[src/rtl/store_buffer.sv]
// store_buffer: circular FIFO of committed word stores between MEM and the data cache,
// drained oldest-first, with youngest-match forwarding to loads.
module store_buffer #(
   parameter int ENTRY_COUNT = 4
) (
   input  logic                          clock,
   input  logic                          reset,
   input  logic                          enq_valid,
   input  logic [31:0]                   enq_addr,
   input  logic [31:0]                   enq_data,
   output logic                          enq_ready,
   input  logic                          deq_req,
   output logic [31:0]                   deq_addr,
   output logic [31:0]                   deq_data,
   output logic                          deq_valid,
   input  logic [31:0]                   load_addr,
   output logic [31:0]                   sb_load_data,
   output logic                          sb_load_hit,
   output logic [$clog2(ENTRY_COUNT):0]  count_out,
   output logic                          full,
   input  logic                          flush,
   input  logic [2:0]                    excpt_in
);
   localparam int AW = $clog2(ENTRY_COUNT);
   localparam int CW = AW + 1;

   typedef struct packed {
      logic        valid;
      logic [31:0] addr;
      logic [31:0] data;
   } entry_t;

   entry_t          store_buf [ENTRY_COUNT];
   logic [AW-1:0]   r_head;
   logic [AW-1:0]   r_tail;
   logic [CW-1:0]   r_count;
   logic            w_enq;
   logic            w_deq;
   logic            w_full;

   assign w_full    = r_count == CW'(ENTRY_COUNT);
   assign full      = w_full;
   assign enq_ready = ~w_full;
   assign deq_valid = r_count != '0;
   assign count_out = r_count;
   assign deq_addr  = deq_valid ? store_buf[r_head].addr : '0;
   assign deq_data  = deq_valid ? store_buf[r_head].data : '0;
   assign w_enq     = enq_valid && enq_ready && excpt_in == 3'b000 && !flush;
   assign w_deq     = deq_req && deq_valid && !flush;

   // Walk oldest to youngest so the last match wins; byte offset bits are masked off.
   always_comb begin
      sb_load_hit  = 1'b0;
      sb_load_data = '0;
      for (int k = 0; k < ENTRY_COUNT; k++) begin
         if (store_buf[r_head + AW'(k)].valid &&
             ((store_buf[r_head + AW'(k)].addr ^ load_addr) & 32'hFFFF_FFFC) == 32'h0) begin
            sb_load_hit  = 1'b1;
            sb_load_data = store_buf[r_head + AW'(k)].data;
         end
      end
   end

   always_ff @(posedge clock or negedge reset) begin
      if (!reset) begin
         for (int i = 0; i < ENTRY_COUNT; i++) store_buf[i] <= '0;
         r_head  <= '0;
         r_tail  <= '0;
         r_count <= '0;
      end else if (flush) begin
         for (int i = 0; i < ENTRY_COUNT; i++) store_buf[i].valid <= 1'b0;
         r_head  <= '0;
         r_tail  <= '0;
         r_count <= '0;
      end else begin
         if (w_enq) begin
            store_buf[r_tail] <= '{valid: 1'b1, addr: enq_addr, data: enq_data};
            r_tail            <= r_tail + 1'b1;
         end
         if (w_deq) begin
            store_buf[r_head].valid <= 1'b0;
            r_head                  <= r_head + 1'b1;
         end
         r_count <= r_count + CW'(w_enq) - CW'(w_deq);
      end
   end
endmodule

[config.mk]
export PLATFORM = sky130hd
export DESIGN_NAME = store_buffer
export DESIGN_NICKNAME = d
export VERILOG_FILES = /design/src/rtl/store_buffer.sv
export SDC_FILE = /design/constraint.sdc
export NUM_CORES = 1
export LEC_CHECK = 0
export ABC_CLOCK_PERIOD_IN_PS = 7500
export CORE_MARGIN = 8
export CORE_UTILIZATION = 43
export CTS_CLUSTER_SIZE = 8
export DETAILED_ROUTE_END_ITERATION = 16
export GPL_ROUTABILITY_DRIVEN = 0
export PLACE_DENSITY = 0.68
export SLEW_MARGIN = 25
export SYNTH_ARGS = -nofsm -noshare
export SYNTH_HDL_FRONTEND = slang
export SYNTH_SLANG_ARGS = --single-unit
[constraint.sdc]
create_clock -name clock -period 7.5 [get_ports clock]
set_clock_uncertainty 0.15 [all_clocks]
set_input_delay 1.5 -clock clock [delete_from_list [all_inputs] [get_ports clock]]
set_output_delay 1.5 -clock clock [all_outputs]
set_load 0.01 [all_outputs]
==> reports/results.tsv <==
metric	value	unit
maximum vdd drop	0.1472	mV
Synth Flop Type	dfrtp_1	
cells after synthesis	1819	
Worst Path Max Fanout	28	
initial DRC count	1761	
sequential share of the synthesized area	35.32	%
worst stage delay on the critical path	0.69	ns
max cap viols	0	
Setup TNS	0	ns
Setup crit start kind	input pin	
period utilization	96.95	%
synthesis warning total	0	
leak pwr	9.200	nW
fillcell total	3909	
Final Hold Viols	0	
crit-path cells	clkdlybuf4s50_1 > xnor2_1 > or4_1 > o22a_1 > or4_1 > buf_4 > a2111oi_0 > o221ai_1 > a22oi_1 > clkdlybuf4s50_1	
drt first pass iters	6	
Worst path slowest cell	clkdlybuf4s50_1	
commonest non-fill, non-tap cell in the layout	mux2_2	
number of max-slew violations in the final report	0	
CTS Hold Bufs	0	
vias in the first global route	16270	
Power Density	267.7	nW/um2
r2r startpoint	count_out[2]	
Max Fclk	0.1375	GHz
antenna viol nets, final	0	
Die Y	225.7	um
crit path kind	in -> out	
Chip Width	225.7	um
depth of the CTS H-tree	2	
final WL	62.99	mm
DRC Markers	0	
CTS tree	done	
dpl hpwl	42.12	mm
first-pass GRT wire length	96.02	mm
clock sink total	267	
fin util	51.25	%
initial antenna violation count	5	
Syn Area/Cell	10.40	um2
Clock Latency Late Sink	0.54	ns
Die ar.	50960	um2
I/O pins	207	
Clock transition at path regs	0.05	ns
Post-synth EDFFs	0	
Crit path required time	5.85	ns
Min-Delay Path Class	reg -> reg	
Placed Instance Area	21370	um2
CTS max path bufs	3	
Synth Cell Area	18920	um2
WL per Instance	24.73	um
IO buf count	204	
root buf cell	clkbuf_16	
clock buffer count from CTS	39	
final hold slack	0.3505	ns
Core Box Area	43840	um2
Worst-Margin Slew	1.031	ns
crit path time final	7.271	ns
Yosys reg bits	267	
Crit. End Element	output port	
Worst Setup SP	load_addr[26]	
share of flip-flops with an asynchronous set or reset	100.0	%
status	complete, no violations	
RSZ-0062 raised after global routing	no	
Synth Net Count	1934	
starting density of the core	43.15	%
Avg Vias per Cell	6.265	
most frequent cells in the layout	mux2_2, dfrtp_1, clkdlybuf4s50_1	
grt total ovfl	0	
post-CTS sizing	0	
via count	15960	
crit path DAT	5.62	ns
layout cell share with drive strength beyond 1	25.76	%
largest net degree at the start of global routing	184	
fin nets	2063	
Rows	77	
max_slew headroom	31.25	%
Synth cell types	66	
Area Overhead vs Synth	18.77	%
Final setup viols	0	
Post-Layout Inst Area	22470	um2
GRT Total Usage	24.12	%
[what timing repair did]
item,4_1_cts,5_1_grt
endpoints found under the setup margin,0,9
hold endpoints to repair,0,0
setup buffers,0,1
[routing by layer]
metal	GRT usage, %	part of all wire (%)	vias up
li1	-	-	7019
met1	29.91	39	7858
met2	39.84	47	899
met3	5.428	9.5	175
met4	10.80	4.3	6
met5	0	0.067	-
[report_power, final]
group	internal, mW	total, mW	switching [mW]
Combinational	1.16	2.67	1.51
Clock	0.940	1.58	0.639
Sequential	1.61	1.77	0.155
Total	3.71	6.01	2.30
[path summary, 6_finish.rpt]
kind	slack, ns	to	depth (start not counted)
setup / recovery	0.23	sb_load_data[3]	10
hold / removal	0.35	register	1
setup reg to reg	4.24	count_out[2]	12
hold reg to reg	0.35	register	1
max in group asynchronous	5.40	async pin	2
min in group asynchronous	0.67	async pin	1
[synthesized netlist by cell type (all sizes together) (7+ instances only)]
cell / n / area share (%)
nor3: 8 / 0.21
and2: 15 / 0.50
ha: 10 / 0.66
mux4: 25 / 3.0
o2111ai: 7 / 0.32
xnor2: 49 / 2.4
nand4: 12 / 0.48
a211oi: 12 / 0.48
clkbuf: 90 / 1.8
nor2: 110 / 2.2
a2bb2oi: 7 / 0.32
a21oi: 82 / 2.2
o211ai: 13 / 0.52
a22oi: 38 / 1.5
xor2: 32 / 1.5
nand2: 154 / 3.1
and3: 14 / 0.46
o22ai: 14 / 0.46
mux2: 342 / 20
inv: 14 / 0.28
a2111oi: 35 / 2.3
nor4: 9 / 0.30
o221ai: 34 / 1.6
dfrtp: 267 / 35
mux2i: 182 / 9.6
o21ai: 102 / 2.7
buf: 73 / 2.5
[stage by stage]
step           total power, mW  std cells  setup WS [ns]
2_1_floorplan            3.479       1819         0.8181
3_3_place_gp             4.330       2497         0.4101
3_5_place_dp             4.398       2497         0.2754
4_1_cts                  6.008       2543         0.1721
5_1_grt                  6.300       2547       0.002350
6_report                 6.014       2547         0.2289
[cell type report]
class | count | area (um2) | share of cell area (%)
clock inverters | 3 | 26.28 | 0.1170
multi-input cells | 1374 | 11430 | 50.86
well taps | 592 | 740.7 | 3.297
flip-flops and latches | 267 | 6689 | 29.77
clock buffers | 43 | 1011 | 4.500
diodes | 2 | 5.005 | 0.02228
repair buffers | 251 | 2510 | 11.17
inverters | 15 | 57.56 | 0.2562
[kinds of logic after synthesis]
| group | count (synthesis) | synth area share, % |
|---|---|---|
| AOI/OAI and AO/OA | 378 | 13.93 |
| xor gates and xnor gates | 81 | 3.870 |
| adders and majority gates | 11 | 0.7673 |
| buffers and inverters | 178 | 4.551 |
| DFF | 267 | 35.32 |
| muxes | 549 | 32.97 |
| and+or+nand+nor | 355 | 8.592 |
[critical path, delay by kind of cell]
| kind | cells | cell delay, ns |
|---|---|---|
| XOR/XNOR | 1 | 0.17 |
| AO/OA/AOI/OAI | 4 | 1.23 |
| buffers and inverters | 3 | 1.64 |
| AND/OR/NAND/NOR | 2 | 1.07 |
Power figures use the tool's default switching activity.
